<file path="src/rtl/tick_scheduler_pkg.sv">
// Shared types and widths for the tick scheduler and its round-robin arbiter.
package tick_scheduler_pkg;

  localparam int SPEED_W   = 3;
  localparam int OVERRUN_W = 8;

  typedef enum logic {
    IDLE  = 1'b0,
    OFFER = 1'b1
  } state_t;

endpackage

</file>
<file path="src/rtl/tick_scheduler_rr_arbiter.sv">
// Combinational round-robin search: first requesting index at or above i_start,
// wrapping around. N must be a power of two so the index wraps naturally.
module rr_arbiter #(
  parameter int N = 8
) (
  input  logic [N-1:0]         i_req,
  input  logic [$clog2(N)-1:0] i_start,
  output logic [$clog2(N)-1:0] o_grant,
  output logic                 o_any
);

  localparam int IW = $clog2(N);

  logic          w_found;
  logic [IW-1:0] w_idx;

  always_comb begin
    o_grant = '0;
    w_found = 1'b0;
    w_idx   = '0;
    for (int k = 0; k < N; k++) begin
      w_idx = i_start + IW'(k);
      if (!w_found && i_req[w_idx]) begin
        o_grant = w_idx;
        w_found = 1'b1;
      end
    end
    o_any = |i_req;
  end

endmodule

</file>
<file path="src/rtl/tick_scheduler.sv">
// Turns speed pulses into per-slot pending ticks and hands them out one at a time
// over a valid/ready port. Define TICK_SCHEDULER_OVERRUN_EN to build the overrun counter.
//
// Handshake: a transfer happens at a rising edge where move_valid && move_ready.
// move_valid stays high and move_slot stays fixed until that transfer; move_ready
// is ignored while move_valid is low.
module tick_scheduler
  import tick_scheduler_pkg::*;
#(
  parameter int NUM_SLOTS  = 8,
  parameter int NUM_SPEEDS = 6
) (
  input  logic                         clk100MHz,
  input  logic                         rst,
  input  logic [NUM_SPEEDS-1:0]        speed_pulse,
  input  logic                         cfg_we,
  input  logic [$clog2(NUM_SLOTS)-1:0] cfg_slot,
  input  logic [SPEED_W-1:0]           cfg_speed,
  input  logic                         cfg_en,
  output logic                         move_valid,
  output logic [$clog2(NUM_SLOTS)-1:0] move_slot,
  input  logic                         move_ready,
  output logic [OVERRUN_W-1:0]         overrun_cnt
);

  localparam int SLOT_W = $clog2(NUM_SLOTS);
  localparam logic [SPEED_W:0] NUM_SPEEDS_L = NUM_SPEEDS[SPEED_W:0];

  logic [SPEED_W-1:0]  r_speed [NUM_SLOTS];
  logic [NUM_SLOTS-1:0] r_en;
  logic [NUM_SLOTS-1:0] r_pending;
  state_t              r_state;
  logic [SLOT_W-1:0]   r_move_slot;
  logic [SLOT_W-1:0]   r_ptr;

  state_t               w_state_nxt;
  logic                 w_load;
  logic [SLOT_W-1:0]    w_winner;
  logic                 w_any;
  logic [7:0]           w_pulse_ext;
  logic [NUM_SLOTS-1:0] w_hit;
  logic [NUM_SLOTS-1:0] w_loaded;
  logic [NUM_SLOTS-1:0] w_pending_nxt;

  // Pad the pulse vector so any 3-bit speed index is in range; unused speeds read 0.
  assign w_pulse_ext = 8'(speed_pulse);

  always_comb begin
    w_hit    = '0;
    w_loaded = '0;
    for (int i = 0; i < NUM_SLOTS; i++) begin
      w_hit[i]    = r_en[i] && ({1'b0, r_speed[i]} < NUM_SPEEDS_L) &&
                    w_pulse_ext[r_speed[i]];
      w_loaded[i] = w_load && (w_winner == SLOT_W'(i));
    end
  end

  rr_arbiter #(.N(NUM_SLOTS)) u_arb (
    .i_req   (r_pending),
    .i_start (r_ptr),
    .o_grant (w_winner),
    .o_any   (w_any)
  );

  // Disable beats a new hit; a new hit beats the clear caused by loading.
  always_comb begin
    w_pending_nxt = r_pending;
    for (int i = 0; i < NUM_SLOTS; i++) begin
      if (cfg_we && !cfg_en && (cfg_slot == SLOT_W'(i))) begin
        w_pending_nxt[i] = 1'b0;
      end else if (w_hit[i]) begin
        w_pending_nxt[i] = 1'b1;
      end else if (w_loaded[i]) begin
        w_pending_nxt[i] = 1'b0;
      end
    end
  end

  always_comb begin
    w_state_nxt = r_state;
    w_load      = 1'b0;
    case (r_state)
      IDLE: begin
        if (w_any) begin
          w_load      = 1'b1;
          w_state_nxt = OFFER;
        end
      end
      OFFER: begin
        if (move_ready) begin
          if (w_any) begin
            w_load = 1'b1;
          end else begin
            w_state_nxt = IDLE;
          end
        end
      end
      default: w_state_nxt = IDLE;
    endcase
  end

  always_ff @(posedge clk100MHz or posedge rst) begin
    if (rst) begin
      r_state     <= IDLE;
      r_move_slot <= '0;
      r_ptr       <= '0;
      r_pending   <= '0;
      r_en        <= '0;
      for (int i = 0; i < NUM_SLOTS; i++) r_speed[i] <= '0;
    end else begin
      r_state   <= w_state_nxt;
      r_pending <= w_pending_nxt;
      if (w_load) begin
        r_move_slot <= w_winner;
        r_ptr       <= w_winner + SLOT_W'(1);
      end
      if (cfg_we) begin
        r_speed[cfg_slot] <= cfg_speed;
        r_en[cfg_slot]    <= cfg_en;
      end
    end
  end

  assign move_valid = (r_state == OFFER);
  assign move_slot  = r_move_slot;

`ifdef TICK_SCHEDULER_OVERRUN_EN
  logic [OVERRUN_W-1:0] r_overrun;
  logic [5:0]           w_ovr_num;
  logic [OVERRUN_W:0]   w_ovr_sum;

  // Every slot that loses a tick this cycle adds one to the count.
  always_comb begin
    w_ovr_num = '0;
    for (int i = 0; i < NUM_SLOTS; i++) begin
      w_ovr_num = w_ovr_num + 6'(w_hit[i] && r_pending[i] && !w_loaded[i]);
    end
    w_ovr_sum = {1'b0, r_overrun} + (OVERRUN_W + 1)'(w_ovr_num);
  end

  always_ff @(posedge clk100MHz or posedge rst) begin
    if (rst) begin
      r_overrun <= '0;
    end else if (w_ovr_sum[OVERRUN_W]) begin
      r_overrun <= '1;
    end else begin
      r_overrun <= w_ovr_sum[OVERRUN_W-1:0];
    end
  end

  assign overrun_cnt = r_overrun;
`else
  assign overrun_cnt = '0;
`endif

endmodule

</file>
<file path="config.mk">
export PLATFORM = sky130hd
export DESIGN_NAME = tick_scheduler
export DESIGN_NICKNAME = d
export VERILOG_FILES = /design/src/rtl/tick_scheduler_pkg.sv /design/src/rtl/tick_scheduler_rr_arbiter.sv /design/src/rtl/tick_scheduler.sv
export SDC_FILE = /design/constraint.sdc
export NUM_CORES = 1
export LEC_CHECK = 0
export BUFFER_PORTS_ARGS = -buffer_cell sky130_fd_sc_hd__buf_4
export CAP_MARGIN = 20
export CORE_MARGIN = 2
export CORE_UTILIZATION = 50
export CTS_CLUSTER_SIZE = 12
export DETAILED_ROUTE_END_ITERATION = 6
export GPL_ROUTABILITY_DRIVEN = 0
export GPL_TIMING_DRIVEN = 0
export PLACE_DENSITY = 0.69
export REMOVE_ABC_BUFFERS = 1
export SYNTH_ARGS = -nofsm -noshare
export SYNTH_HDL_FRONTEND = slang
export SYNTH_SLANG_ARGS = --single-unit
</file>
<file path="constraint.sdc">
create_clock -name clk100MHz -period 9.8 [get_ports clk100MHz]
set_input_delay 1.47 -clock clk100MHz [delete_from_list [all_inputs] [get_ports clk100MHz]]
set_output_delay 1.47 -clock clk100MHz [all_outputs]
set_load 0.005 [all_outputs]
</file>
Word level (Yosys, flattened, before mapping)
Index checks and enable logic that the tools add are counted.

Flip-flop bits (word level): 47. Input port bits: 17.

$add $sub $neg: 8. Reductions and logical operators: 61. Equal/unequal tests: 14. Bitwise logic cells: 2. $lt $le $gt $ge: 28. Mux-type cells: 82.

Operator list (number): $lt 3x4->1 const B (17); $mux 1 (51); $bmux 1 s3 (16); $logic_and 1x1->1 (42); $mux 3 (9); $bwmux 24 (1); $eq 3x3->1 const B (8); $lt 3x3->1 const B (8); $reduce_bool 3->1 (8); $add 3x3->3 const B (4); $eq 3x2->1 const B (4); $demux 3 s3 (1); $bwmux 8 (1); $logic_not 1->1 (8); $reduce_or 8->1 (1); $add 3x1->3 const B (2); $add 3x2->3 const B (2); $eq 3x1->1 const B (2); $logic_not 3->1 (2); $ge 4x4->1 const B (1); $lt 4x1->1 const B (1); $not 3->4 (1); $pmux 1 s2 (2); $demux 1 s3 (1); other kinds (2) (2).

Longest topological paths before layout
Depth in word-level cells: 29. Mapped depth: 16.

Cells and area by module
A second synthesis with hierarchy kept.

Cell total of the unflattened synthesis: 307. Area, all modules: 3313.2 um^2.

By module, submodules not included: tick_scheduler (cells each 213, instances 1, area an instance 2426.1 um^2, sequential area each 1176.1 um^2); rr_arbiter (cells each 94, instances 1, area an instance 887.1 um^2, sequential area each 0.0 um^2).

Least setup slack after synthesis
OpenSTA, ideal clock, no wires.

Kind: register to register. Start: reg r_ptr[0]. End: reg r_pending[2]. Data required time: 9.713 ns. Clock period less this slack: 3.489 ns. Arrival time: 3.402 ns. Library setup time: 0.087 ns. Slack: 6.311 ns. Stages on the path, launching flop included: 15. Path buffers: 3. Cells stage by stage: dfrtp_1 -> buf_6 -> buf_6 -> inv_1 -> ha_1 -> buf_1 -> mux4_1 -> mux2i_4 -> o31ai_1 -> a31o_2 -> a221oi_2 -> inv_1 -> ha_1 -> a31o_2 -> a22oi_1.

Cells in the longest elaborated chain, start to end: 27. Elaborated cells on any way between the ends: 55.

Ends and longest elaborated chain: start: declaration (line tick_scheduler.sv:34) `logic [SLOT_W-1:0] r_ptr;`; start signal: assignment (line tick_scheduler.sv:115) `r_ptr <= w_winner + SLOT_W'(1);`; parallel branches: the longest is 23 deep, another holds $add 3x1->3; $mux 3 (*) (line tick_scheduler_rr_arbiter.sv:23) `if (!w_found && i_req[w_idx]) begin`; via u_arb.o_grant[1] (line tick_scheduler_rr_arbiter.sv:8) `output logic [$clog2(N)-1:0] o_grant,`; $eq 3x2->1 (*) (line tick_scheduler.sv:54) `w_loaded[i] = w_load && (w_winner == SLOT_W'(i));`; $logic_and 1x1->1 (*) (line tick_scheduler.sv:54); $reduce_bool 3->1 (no line) (*); end signal: assignment (line tick_scheduler.sv:112) `r_pending <= w_pending_nxt;`; end: declaration (line tick_scheduler.sv:31) `logic [NUM_SLOTS-1:0] r_pending;`.

Mark *: on every way through the listed nets, which the timed path passes. The select of a mux whose other input is x is not followed. A chain may end at the register's enable or synchronous reset.

Worst setup path in the final report
Start: reg r_ptr[0]. End: reg r_pending[5].

Cells in the longest elaborated chain, start to end: 27. Elaborated cells on any way between the ends: 55.

Ends and longest elaborated chain (line): parallel branches: the longest is 23 deep, another holds $add 3x1->3; $mux 3 (*) (tick_scheduler_rr_arbiter.sv:23); $eq 3x3->1 (*) (tick_scheduler.sv:54); $logic_and 1x1->1 (*) (tick_scheduler.sv:54); $reduce_bool 3->1 (no line) (*).

Mark *: on every way between the ends. The select of a mux whose other input is x is not followed.

==> reports/metrics.cfg <==
[routing]
drt_iter0_drc=100
drt_pass1_iterations=4
wl_per_cell_um=17.7
antenna_left=0
vias=2620
vias_per_cell=6.08
wirelength_um=7610
drc_errors=0

[floorplanning]
die_area_um2=7750
die_h_um=88.1
io-pin-count=29
coreArea_um2=6830
rows=30
dieWidth_um=88.1
initial_core_util=0.517

[worst_setup_path]
cp.required_ns=9.98
r2r_setup_slack_ns=5.29
rr_startpoint=r_ptr[0]
criticalPathCategory=register to register
cp_max_fo=23
endpoint_kind=register
worst_setup_path_start_kind=register
r2r_end=r_pending[5]
worstPathArrival_ns=4.69
rr_worst_depth=10

[clock_tree]
post_cts_buffers=0
cts.sinks=47
clock_latency_ns=0.29
htree_levels=2
cts_root_buffer=clkbuf_8
path_clk_slew_ns=0.08
cts.path.max_buffers=2
ctsResizeCount=0
ctsHoldBuffers=0
cts_inserted_buffers=5
cts_tree=built

[finish]
utilization=0.556
drive_gt1_frac=0.284
area_growth_pct=7.58
nFillCells=605
multi_input_area_um2=2170
fin_nets=357
regArea_um2=1180
antennaDiodeCount=0

[place]
dp_hpwl_um=5570
dp_slack_ns=5.40
port_buffers=20

[pwr]
power.share.clock=0.098
internal_power_w=0.000762
swShare=0.454
sequentialPowerShare=0.257
peakVddDrop_mv=0.133
p_comb_frac=0.646
p_sw_w=0.000635
power_density_nw_per_um2=368
leakage_nw=1.61

[sta]
period_needed_ns=4.51
fin_crit_sh=0.460
timing.fmax_mhz=222
final-setup-viol-count=0
rsz0062_at_grt=false
hold_viol_final=0
skew_ns=0.00708
worst_pin_slew_ns=1.01
setup_tns_ns=0
worst_hold_slack_ns=0.481
maxSlewHeadroom=0.326
timing.final.ws_setup_ns=5.29
drv_slew=0

[status]
status=complete, no violations

[synth]
synth_area_um2=3530
synth_top_cell_by_area=dfrtp_1
ys_seq_area_frac=0.333
synth_warnings=0
ys_top_cells_by_area=dfrtp_1, mux2_2, mux4_2
async_reset_ff_frac=1.00
ys_seq_elements=47
synthDominantCellAreaShare=0.333
synth_cells=319
synth_edf_count=0
synth_cell_types=59
syn_area_per_cell_um2=11.1
synthFlopType=dfrtp_1

[grt]
grt_pass1_wl_um=12500
grt_max_degree=43
grt.total_usage=0.207
grt_antenna_before_repair=0
first_global_vias=2561
grt_remaining_overflow=0

[hold_path]
hold_end=r_en[3]
hp-class=register to register
min_path_cells=2
hold_start=r_en[3]

[run]
maxCapViolCount=0

-- cells in the mapped netlist, drive strengths merged (4+ instances only) --
cell type   n
ha          5
clkbuf      4
inv        14
a21oi      11
nor3        5
buf        14
a31o        4
dfrtp      47
nor2b       6
mux4       21
nand2      23
mux2       39
a211oi      4
nand3       4
mux2i      25
o21ai      11
nor2       28
-- cells in the final DEF, fill, tap and decap left out, drive strengths merged, types with 8 or more instances in the layout --
cell type	n
dfrtp	47
mux2	39
nor2	28
mux2i	25
nand2	23
buf	21
mux4	21
inv	14
o21ai	11
a21oi	11
conb	8
-- registers in the layout (all words and copies together), names as in the netlist --
name,count
r_en,8
r_speed,24
r_ptr,3
r_pending,8
move_valid,1
move_slot,3
-- metrics by stage --
stage | total power [W] | instance area [um2] | std cells
after floorplan | 0.00104 | 3410 | 307
after global placement | 0.00123 | 3680 | 423
after detailed placement | 0.00125 | 3700 | 424
after CTS | 0.00140 | 3800 | 431
after global routing | 0.00150 | 3800 | 431
final | 0.00140 | 3800 | 431
-- worst max-delay path: stages (launching register included) --
cell	delay [ns]
dfrtp_1	1.02
inv_1	0.25
ha_1	0.69
mux4_1	0.68
a32oi_1	0.31
nor2_1	0.10
a221oi_2	0.68
ha_1	0.31
nand2_1	0.07
a211oi_1	0.21
nor2_1	0.07
-- final cells by class --
class / instances / share of cell area
Clock buffer: 6 / 0.0191
Clock inverter: 1 / 0.00790
Inverter: 16 / 0.0158
Multi-Input combinational cell: 244 / 0.571
Sequential cell: 47 / 0.310
Tap cell: 96 / 0.0316
Timing Repair Buffer: 21 / 0.0448
-- worst max-delay path by stage --
stage | startpoint | endpoint | slack, ns | depth (start not counted)
finish | r_ptr[0] | r_pending[5] | 5.29 | 10
CTS | r_ptr[0] | r_pending[2] | 5.36 | 10
global route | r_ptr[0] | r_pending[2] | 5.01 | 11
global placement | r_ptr[0] | r_pending[2] | 5.40 | 11
detailed placement | r_ptr[0] | r_pending[5] | 5.40 | 11
floorplan | r_ptr[0] | r_pending[2] | 6.19 | 10
-- layer usage --
metal | vias up | wire length [um] | global-route usage | share of wire
met5 | - | 0 | 0 | 0
met4 | 0 | 114 | 0.0771 | 0.015
met3 | 14 | 376 | 0.0283 | 0.049
met2 | 72 | 3850 | 0.345 | 0.51
met1 | 1310 | 3270 | 0.278 | 0.43
li1 | 1224 | - | - | -
-- cell families after synthesis --
group / Yosys count / synth area share
mux: 85 / 0.339
simple gates: 83 / 0.114
compound gates: 59 / 0.125
flops: 47 / 0.333
buf+inv: 35 / 0.0599
fa+ha+maj: 5 / 0.0177
xor+xnor: 4 / 0.00992
other cells: 1 / 0.00106
-- power groups by stage --
stage	clock, W	sequential (W)	combinational, W
finish	0.000136	0.000358	0.000902
detailed placement	0	0.000361	0.000889
floorplan	0	0.000331	0.000711
global route	0.000146	0.000373	0.000979
global placement	0	0.000356	0.000875
CTS	0.000141	0.000357	0.000897
Note: power is estimated with default switching activity, not from simulation.
